==> src/rtl/udp_rx_demux.sv <==
// Steers MAC RX frames to the ARP/ICMP sink (port 1) or the UDP sink (port 2) by parsing
// the Ethernet/IPv4/UDP header in flight while the words wait in an 11-stage delay line.
module udp_rx_demux #(
    parameter logic [31:0] LOCAL_IP = 32'hC0A8_0A02,
    parameter logic [15:0] UDP_PORT = 16'd5000,
    parameter bit          CHECK_IP = 1'b1
) (
    input  logic        clk,
    input  logic        rst,
    input  logic        rx_wren,
    input  logic        rx_sop,
    input  logic        rx_eop,
    input  logic [1:0]  rx_mod,
    input  logic [31:0] rx_data,
    output logic        rx_wren1,
    output logic        rx_sop1,
    output logic        rx_eop1,
    output logic [1:0]  rx_mod1,
    output logic [31:0] rx_data1,
    output logic        rx_wren2,
    output logic        rx_sop2,
    output logic        rx_eop2,
    output logic [1:0]  rx_mod2,
    output logic [31:0] rx_data2,
    output logic [15:0] drop_cnt,
    output logic [15:0] err_cnt
);

    typedef struct packed {
        logic        wren;
        logic        sop;
        logic        eop;
        logic [1:0]  mod;
        logic [31:0] data;
    } word_t;

    typedef enum logic [1:0] {ROUTE_NONE, ROUTE_1, ROUTE_2, ROUTE_DROP} route_t;
    typedef enum logic [1:0] {IDLE, FWD1, FWD2, DISCARD} tail_state_t;

    localparam int DEPTH = 11;

    word_t       stage [DEPTH];
    word_t       in_word;
    word_t       tail;
    logic        in_hdr;
    logic [3:0]  hdr_cnt;
    logic [15:0] ether_type;
    logic [7:0]  ver_ihl;
    logic [7:0]  proto;
    logic [15:0] dst_ip_hi;
    logic [15:0] dst_ip_lo;
    logic        ip_ok;
    route_t      route;
    route_t      w9_route;
    route_t      tail_route;
    tail_state_t state;
    logic        hdr_gap;
    logic        trunc;

    // Idle cycles enter the line as all-zero words so gaps reach the sinks clean.
    assign in_word = rx_wren ? {1'b1, rx_sop, rx_eop, rx_mod, rx_data} : '0;
    assign tail    = stage[DEPTH-1];
    assign hdr_gap = in_hdr && !rx_wren;
    assign trunc   = tail.sop && (state != IDLE);

    always_ff @(posedge clk) begin
        if (rst) begin
            for (int i = 0; i < DEPTH; i++) stage[i] <= '0;
        end else begin
            stage[0] <= in_word;
            for (int i = 1; i < DEPTH; i++) stage[i] <= stage[i-1];
        end
    end

    always_comb begin
        ip_ok    = !CHECK_IP || ({dst_ip_hi, dst_ip_lo} == LOCAL_IP);
        w9_route = ROUTE_DROP;
        if (ether_type == 16'h0806) begin
            w9_route = ROUTE_1;
        end else if (ether_type == 16'h0800 && ver_ihl == 8'h45 && ip_ok) begin
            if (proto == 8'd1)
                w9_route = ROUTE_1;
            else if (proto == 8'd17 && rx_data[31:16] == UDP_PORT)
                w9_route = ROUTE_2;
        end
    end

    // Header parser: hdr_cnt is the index of the word now on rx_data; it parks at 10 once w9 is seen.
    always_ff @(posedge clk) begin
        if (rst) begin
            in_hdr     <= 1'b0;
            hdr_cnt    <= 4'd0;
            route      <= ROUTE_NONE;
            ether_type <= 16'd0;
            ver_ihl    <= 8'd0;
            proto      <= 8'd0;
            dst_ip_hi  <= 16'd0;
            dst_ip_lo  <= 16'd0;
        end else if (rx_wren && rx_sop) begin
            hdr_cnt <= 4'd1;
            in_hdr  <= !rx_eop;
            route   <= rx_eop ? ROUTE_DROP : ROUTE_NONE;
        end else if (hdr_gap) begin
            in_hdr <= 1'b0;
            route  <= ROUTE_DROP;
        end else if (in_hdr) begin
            hdr_cnt <= hdr_cnt + 4'd1;
            case (hdr_cnt)
                4'd3: begin
                    ether_type <= rx_data[31:16];
                    ver_ihl    <= rx_data[15:8];
                end
                4'd5: proto     <= rx_data[7:0];
                4'd7: dst_ip_hi <= rx_data[15:0];
                4'd8: dst_ip_lo <= rx_data[31:16];
                default: ;
            endcase
            if (hdr_cnt == 4'd9) begin
                in_hdr <= 1'b0;
                route  <= w9_route;
            end else if (rx_eop) begin
                in_hdr <= 1'b0;
                route  <= ROUTE_DROP;
            end
        end
    end

    // Snapshot the verdict as the sop passes stage 9, before a zero-gap successor can restart the parser.
    always_ff @(posedge clk) begin
        if (rst)
            tail_route <= ROUTE_NONE;
        else if (stage[DEPTH-2].sop)
            tail_route <= route;
    end

    always_ff @(posedge clk) begin
        if (rst) begin
            state    <= IDLE;
            drop_cnt <= 16'd0;
            {rx_wren1, rx_sop1, rx_eop1, rx_mod1, rx_data1} <= '0;
            {rx_wren2, rx_sop2, rx_eop2, rx_mod2, rx_data2} <= '0;
        end else begin
            {rx_wren1, rx_sop1, rx_eop1, rx_mod1, rx_data1} <= '0;
            {rx_wren2, rx_sop2, rx_eop2, rx_mod2, rx_data2} <= '0;
            if (tail.sop) begin
                case (tail_route)
                    ROUTE_1: begin
                        state <= tail.eop ? IDLE : FWD1;
                        {rx_wren1, rx_sop1, rx_eop1, rx_mod1, rx_data1} <= tail;
                    end
                    ROUTE_2: begin
                        state <= tail.eop ? IDLE : FWD2;
                        {rx_wren2, rx_sop2, rx_eop2, rx_mod2, rx_data2} <= tail;
                    end
                    default: begin
                        state    <= tail.eop ? IDLE : DISCARD;
                        drop_cnt <= drop_cnt + 16'd1;
                    end
                endcase
            end else begin
                case (state)
                    FWD1: begin
                        {rx_wren1, rx_sop1, rx_eop1, rx_mod1, rx_data1} <= tail;
                        if (tail.eop) state <= IDLE;
                    end
                    FWD2: begin
                        {rx_wren2, rx_sop2, rx_eop2, rx_mod2, rx_data2} <= tail;
                        if (tail.eop) state <= IDLE;
                    end
                    DISCARD: if (tail.eop) state <= IDLE;
                    default: ;
                endcase
            end
        end
    end

    always_ff @(posedge clk) begin
        if (rst)
            err_cnt <= 16'd0;
        else
            err_cnt <= err_cnt + {15'd0, hdr_gap} + {15'd0, trunc};
    end

endmodule
==> config.mk <==
export PLATFORM = sky130hd
export DESIGN_NAME = udp_rx_demux
export DESIGN_NICKNAME = d
export VERILOG_FILES = /design/src/rtl/udp_rx_demux.sv
export SDC_FILE = /design/constraint.sdc
export NUM_CORES = 1
export LEC_CHECK = 0
export CAP_MARGIN = 40
export CORE_MARGIN = 5
export CORE_UTILIZATION = 30
export CTS_CLUSTER_DIAMETER = 200
export CTS_CLUSTER_SIZE = 12
export DETAILED_ROUTE_END_ITERATION = 12
export PLACE_DENSITY = 0.58
export SETUP_SLACK_MARGIN = 0.5
export SLEW_MARGIN = 20
export SYNTH_ARGS = -nofsm -noshare
export SYNTH_HDL_FRONTEND = slang
export SYNTH_SLANG_ARGS = --single-unit
==> constraint.sdc <==
create_clock -name clk -period 2.9 [get_ports clk]
set_input_delay 0.58 -clock clk [delete_from_list [all_inputs] [get_ports clk]]
set_output_delay 0.58 -clock clk [all_outputs]
set_load 0.02 [all_outputs]
Yosys cells after proc, flatten, opt, wreduce, memory -nomap -nowiden
Memory sizes are Yosys's and may differ from the RTL's.
Index checks and enable logic that the tools add are counted.
{"block": "op_classes", "n_bitwise": 15, "n_eq_ne": 18, "n_reduce_logical": 27, "n_mux": 66, "n_addsub": 4}
{"cell": "$mux 37", "count": 12}
{"cell": "$mux 32", "count": 6}
{"cell": "$mux 2", "count": 20}
{"cell": "$add 16x1->16", "count": 2}
{"cell": "$eq 16x12->1 const B", "count": 2}
{"cell": "$eq 32x32->1 const B", "count": 1}
{"cell": "$mux 1", "count": 27}
{"cell": "$add 16x1->16 const B", "count": 1}
{"cell": "$eq 16x13->1 const B", "count": 1}
{"cell": "$reduce_and 4->1", "count": 4}
{"cell": "$or 1x1->1", "count": 11}
{"cell": "$reduce_and 2->1", "count": 5}
{"cell": "$eq 4x3->1 const B", "count": 2}
{"cell": "$eq 4x4->1 const B", "count": 2}
{"cell": "$eq 8x1->1 const B", "count": 1}
{"cell": "$eq 8x5->1 const B", "count": 1}
{"cell": "$eq 8x7->1 const B", "count": 1}
{"cell": "$reduce_bool 2->1", "count": 4}
{"cell": "$eq 2x2->1 const B", "count": 3}
{"cell": "$logic_and 1x1->1", "count": 6}
{"cell": "$reduce_or 2->1", "count": 3}
{"cell": "$add 4x1->4 const B", "count": 1}
{"cell": "$eq 2x1->1 const B", "count": 2}
{"cell": "$eq 4x2->1 const B", "count": 1}
{"cell": "7 further kinds", "count": 11}
{"block": "totals", "inputBits": 39, "out_inout_bits": 106, "mem_count": 1, "reg_bits": 181, "word_cells": 154, "ramBits": 407}
{"name": "stage", "words": 11, "word_bits": 37, "read_ports": 11, "rd_clocked_by_memory_dff": 0, "write_ports": 11, "line_no": "42", "rtl": "word_t stage [DEPTH];"}

Longest topological paths before layout
Gate-level depths: netlist (run 1).
{"block": "depth", "word_depth": 10, "mapped_depth": 9, "depth_no_buf": 8}

Worst setup path before layout (run 1)
No wires, ideal clock.
{"block": "synth_path", "kind": "input-to-reg", "from": "input rx_wren", "to": "register err_cnt[10]", "required_ns": 2.772, "slack_ns": 0.760, "n_path_buf": 1, "cell_stages": 9, "setup_time_ns": 0.128, "arrival_time_ns": 2.012, "path_cell_list": "clkbuf_1 > nand2b_1 > inv_1 > fa_1 > ha_1 > nand2_1 > nor3_1 > xnor2_1 > nor2_1"}
{"block": "synth_via", "elab_chain_cells": 4}
{"item": "start, declared", "line_no": "10", "rtl": "input logic rx_wren,"}
{"item": "$logic_not 1->1", "line_no": "63", "rtl": "assign hdr_gap = in_hdr && !rx_wren;"}
{"item": "$logic_and 1x1->1", "line_no": "63"}
{"item": "$add 16x1->16 (2 in series)", "line_no": "181", "rtl": "err_cnt <= err_cnt + {15'd0, hdr_gap} + {15'd0, trunc};"}
{"item": "end signal, assigned", "line_no": "181"}
{"item": "end, declared", "line_no": "26", "rtl": "output logic [15:0] err_cnt"}
Every way passes these cells.
A chain may end at the register's enable or synchronous reset.

Worst setup path after layout (run 1)
{"block": "layout_path", "from": "register err_cnt[3]", "to": "output err_cnt[3]"}
No word-level cell between the ends.

==> flow_metrics.tcl, run 1 <==
set metrics [dict create \
    status "complete, no violations" \
    powerDensity_mw_per_mm2 680 \
    globalplace.congestion 0.777 \
    numCtsBuffers 54 \
    holdCritPathClass "in2reg" \
    critPathKind "reg2out" \
    fin_util_pct 36.7 \
    dr_wl_met3_mm 1.72 \
    slew_headroom_pct 57.3 \
    grt_pass1_wl_mm 47.8 \
    fin_crit_sh_pct 78.8 \
    numPortBuffers 144 \
    root_buffer "clkbuf_16" \
    die_x_um 251 \
    wl_per_cell_um 11.4 \
    crit_start "err_cnt[3]" \
    end_kind "output port" \
    dr.pass1.iters 4 \
    final_cell_mix "dfxtp_1, nor2b_1, clkdlybuf4s50_1" \
    setup_viol 0 \
    io_pins 145 \
    path_buf_inv 1 \
    avgViaCountPerCell 3.92 \
    hold_viol 0 \
    path_max_fanout 6 \
    critPathMaxStageDelay_ps 660 \
    grt_max_degree 105 \
    top_layer "met4" \
    wl_mm 28.3 \
    ys_types 45 \
    track_usage_pct 8.96 \
    cts.sinks 588 \
    p_total_w 0.0144 \
    syn_inst 1580 \
    grt_pass1_vias 9414 \
    vias 9756 \
    rsz0062_at_grt "no" \
    cp_slowest_cell "clkdlybuf4s50_1" \
    area_delta_synth_final_pct 21.5 \
    fillers 5643 \
    syn_nets 1627 \
    hold_path.startpoint "rst" \
    postCtsSetupBuffers 0 \
    antenna_cells 0 \
    clk_pin_slew_worst_paths_ps 60 \
    worstSkewPairLatency_ps 580 \
    async_flop_share_pct 0 \
    cp_top_family "buffers and inverters" \
    syn_area_mm2 0.0174 \
    r2r-start "tail_route[0]" \
    dieArea_mm2 0.0630 \
    fin_skew_ps 12.4 \
    yosysWarnings 0 \
    cp_cell_sequence "clkdlybuf4s50_1" \
    synth_edf_count 0 \
    fin_crit_ps 2290 \
    clk_path_buf_depth 3 \
    synth-seq-area-share_pct 67.6 \
    yosys.area.top_type "dfxtp_1" \
    synth-main-ff-cell "dfxtp_1" \
    setup-tns-final_ps 0 \
    syn_area_per_cell_um2 11.0 \
    htreeDepth 2 \
    ys_seq_elements 588 \
    drc 0 \
    drtIter0Drc 529 \
    slew_viol_final 0 \
    ant_nets 0 \
    crit_required_ps 2320 \
    vdd_ir_drop_max_v 0.000353 \
    die_height_um 251 \
    leakage_nw 7.65 \
    fmax_mhz 438 \
    coreArea_mm2 0.0576 \
    worstPathArrival_ps 1710 \
    nNetsFinal 1767 \
    hpwl_mm 18.3 \
    cap_violations 0 \
    wl_met1_mm 13.1 \
    grt_overflow 0 \
    start_kind "flop" \
    synth.area.top_cells "dfxtp_1, nor2b_1, nor2_1" \
    postCtsHoldBufs 0 \
    cts_tree "done" \
    worst_slew_pin_slew_ps 635 \
    final_common_cell "dfxtp_1" \
    drive_above_1_share_pct 5.40 \
    antenna_found_initial 0 \
    met2_length_mm 12.7 \
    synth_top_area_share_pct 67.6 \
    initial_core_util_pct 30.2 \
    rows 88 \
]
final timing paths:
kind / endpoint / slack [ps] / depth (start not counted)
setup / recovery: err_cnt[3] / 610 / 1
hold / removal: hdr_cnt[1] / 380 / 2
setup reg to reg: drop_cnt[12] / 630 / 6
hold reg to reg: stage[4][18] / 420 / 1
cells by family (layout without fill, tap and decap cells):
logic type / count (synthesis) / in the layout / share of synthesized area (%)
DFF: 588 / 588 / 67.6
and+or+nand+nor: 747 / 747 / 24.1
AOI/OAI and AO/OA: 93 / 93 / 2.94
buffers and inverters: 96 / 237 / 2.11
adders and majority gates: 8 / 8 / 0.618
muxes: 27 / 27 / 1.56
xor gates and xnor gates: 21 / 21 / 1.06
area by class of cell:
class | count | area (um^2) | share of cell area, %
sequential | 588 | 11800 | 55.6
multi-input combinational | 896 | 5310 | 25.1
timing repair buffer | 169 | 1690 | 8.00
clock buffer | 54 | 1350 | 6.39
tap | 765 | 957 | 4.52
inverter | 11 | 41.3 | 0.195
clock inverter | 3 | 33.8 | 0.160
layer usage:
metal	GRT usage, %	vias up
li1	-	5232
met1	11.7	4262
met2	14.2	205
met3	2.27	57
met4	3.79	0
met5	0	-
sequential cells by signal, indices dropped and copies added, names as in the netlist, 4 cells and up:
signal and count:
dst_ip_hi 16, ether_type 16, ver_ihl 8, rx_data2 32, dst_ip_lo 16, stage 407, drop_cnt 16, hdr_cnt 4
rx_data1 32, proto 8, err_cnt 16
synthesized netlist by cell type, drive strengths merged (4+ instances only):
library cell  instances
a21oi                53
ha                    7
mux2i                26
nand4                12
xnor2                15
nor3                  6
nand3                14
nor3b                 6
xor2                  6
inv                  11
nor2b               377
buf                   4
nor4b                 5
o21ai                23
a22oi                 4
clkbuf               81
nand2b               40
dfxtp               588
nor2                134
nor4                 19
nand2                77
and3b                 4
and2                 35
or3                   6
report_power, final:
group | internal, W | total, W | switching, W
clock network | 0.00327 | 0.00594 | 0.00267
logic | 0.000122 | 0.000299 | 0.000178
registers | 0.00814 | 0.00816 | 0.0000169
timing repair:
action                                  4_1_cts  5_1_grt
endpoints found under the setup margin        0        1
resized for setup                             0        1
endpoints found under the hold margin         0        0
metrics by stage:
step           std cells  instance area, um^2  hold WS (ps)  setup slack [ps]
4_1_cts             2485                21100           365               561
5_1_grt             2486                21200           417               532
6_report            2486                21200           381               614
3_3_place_gp        2427                19700           416               339
3_5_place_dp        2428                19700           420               222
2_1_floorplan       1580                17400           414               760
Power figures use the tool's default switching activity.
==> inputs of run 2 (changes only) <==
- clock period: 2.9 -> 2.2 ns (I/O delays scaled with it)
==> run 2 against run 1 <==
- first-iteration DRC count shrank 24%
- clock power grew 32%
- critical path type is now reg2reg
- count of clock-buffer cells in the layout is the same
- die area is the same
- via count grew 2.1%
- flip-flop and latch count is the same
- critical path depth grew 5
==> flow_metrics.tcl, run 2 (synthesized netlist as in run 1, its figures left out) <==
set metrics [dict create \
    dieArea_mm2 0.0630 \
    r2r-start "tail_route[0]" \
    fin_skew_ps 12.9 \
    numCtsBuffers 54 \
    hold_path.startpoint "rst" \
    rrSetupSlack_ps 340 \
    area_delta_synth_final_pct 24.1 \
    rsz0062_at_grt "yes" \
    grt_max_degree 76 \
    slew_headroom_pct 71.6 \
    grt_overflow 0 \
    powerDensity_mw_per_mm2 880 \
    setup_viol 0 \
    htreeDepth 2 \
    cts.sinks 588 \
    wl_mm 28.9 \
    worstSkewPairLatency_ps 590 \
    r2r_cells 6 \
    leakage_nw 8.12 \
    largest_register_ffs 407 \
    globalplace.congestion 0.768 \
    start_kind "flop" \
    grt_use_met1_pct 11.9 \
    avgViaCountPerCell 3.93 \
    rows 88 \
    final_cell_mix "dfxtp_1, nor2b_1, nor2_1" \
    nNetsFinal 1812 \
    grt_pass1_wl_mm 49.6 \
    clk_path_buf_depth 3 \
    root_buffer "clkbuf_16" \
    io_pins 145 \
    r2r-end "drop_cnt[14]" \
    worstPathArrival_ps 2370 \
    status "complete, no violations" \
    die_height_um 251 \
    grt_pass1_vias 9793 \
    track_usage_pct 9.27 \
    ant_nets 0 \
    use_met3_pct 2.23 \
    final_common_cell "dfxtp_1" \
    whs_ps 231 \
    critPathCapture "drop_cnt[14]" \
    wl_per_cell_um 11.4 \
    clk_pin_slew_worst_paths_ps 60 \
    antenna_cells 0 \
    path_max_fanout 4 \
    drc 0 \
    die_x_um 251 \
    vdd_ir_drop_max_v 0.000477 \
    coreArea_mm2 0.0576 \
    fin_crit_sh_pct 84.5 \
    regMostFlops "stage" \
    critPathKind "reg2reg" \
    antenna_found_initial 0 \
    worst_slew_pin_slew_ps 425 \
    cap_violations 0 \
    drtIter0Drc 400 \
    crit_required_ps 2720 \
    hold_viol 0 \
    holdCritPathClass "in2reg" \
    setup-tns-final_ps 0 \
    fin_crit_ps 1860 \
    dr.pass1.iters 4 \
    numPortBuffers 144 \
    hpwl_mm 19.0 \
    end_kind "flop" \
    gr-usage-met2_pct 14.7 \
    initial_core_util_pct 30.2 \
    cts_tree "done" \
    vias 9956 \
    slew_viol_final 0 \
    grt.busiest_layer "met2" \
    fmax_mhz 538 \
    drive_above_1_share_pct 13.8 \
    crit_start "tail_route[0]" \
]
==> run 2: how the worst min path moves through the flow <==
| stage | depth (start not counted) | slack (ps) | to |
|---|---|---|---|
| floorplan | 1 | 410 | stage[10][0] |
| global placement | 1 | 420 | stage[1][36] |
| detailed placement | 1 | 420 | stage[10][16] |
| CTS | 2 | 180 | hdr_cnt[3] |
| global route | 2 | 230 | stage[6][14] |
| finish | 2 | 230 | hdr_cnt[3] |
==> run 2: metal layers <==
metal / vias to the layer above / routed length (um)
met4: 0 / 1120
met3: 72 / 1760
li1: 5334 / -
met1: 4360 / 12900
met2: 190 / 13100
met5: - / 0
==> run 2: final cells by class <==
type	instances	area (um^2)
Fill cell	5640	36000
Sequential cell	588	11800
Multi-Input combinational cell	896	5500
Timing Repair Buffer	214	1920
Clock buffer	54	1350
Tap cell	765	957
Inverter	11	41.3
Clock inverter	3	33.8
==> run 2: metrics by stage <==
stage | util (%) | setup WS (ps) | instance area (um^2) | power (W) | instances
after floorplan | - | 270 | 17500 | 0.0112 | 1580
after global placement | 35.0 | -34.5 | 20100 | 0.0114 | 2460
after detailed placement | 35.0 | -36.6 | 20100 | 0.0114 | 2460
after CTS | 37.4 | 238 | 21500 | 0.0194 | 2525
after global routing | 37.5 | 296 | 21600 | 0.0199 | 2531
final | 37.5 | 340 | 21600 | 0.0190 | 2531
==> run 2: timing repair <==
action,4_1_cts,5_1_grt
setup buffers,8,5
resized for setup,303,45
hold endpoints to repair,0,0
endpoints found under the setup margin,125,61
cloned,0,1
pin swaps,7,11
hold buffers,0,0
==> run 2: critical path, cell delays in order (launching register included) <==
cell,delay (ps)
dfxtp_2,330
inv_2,40
ha_4,270
nand4_4,90
or3_4,430
or4_1,480
a21oi_1,140
==> run 2: power by group <==
group	leakage, nW	switching (W)	internal (W)	total [W]
combinational	2.68	0.000237	0.000194	0.000431
sequential	4.76	0.0000210	0.0107	0.0107
clock	0.681	0.00353	0.00431	0.00784
total	8.12	0.00379	0.0152	0.0190
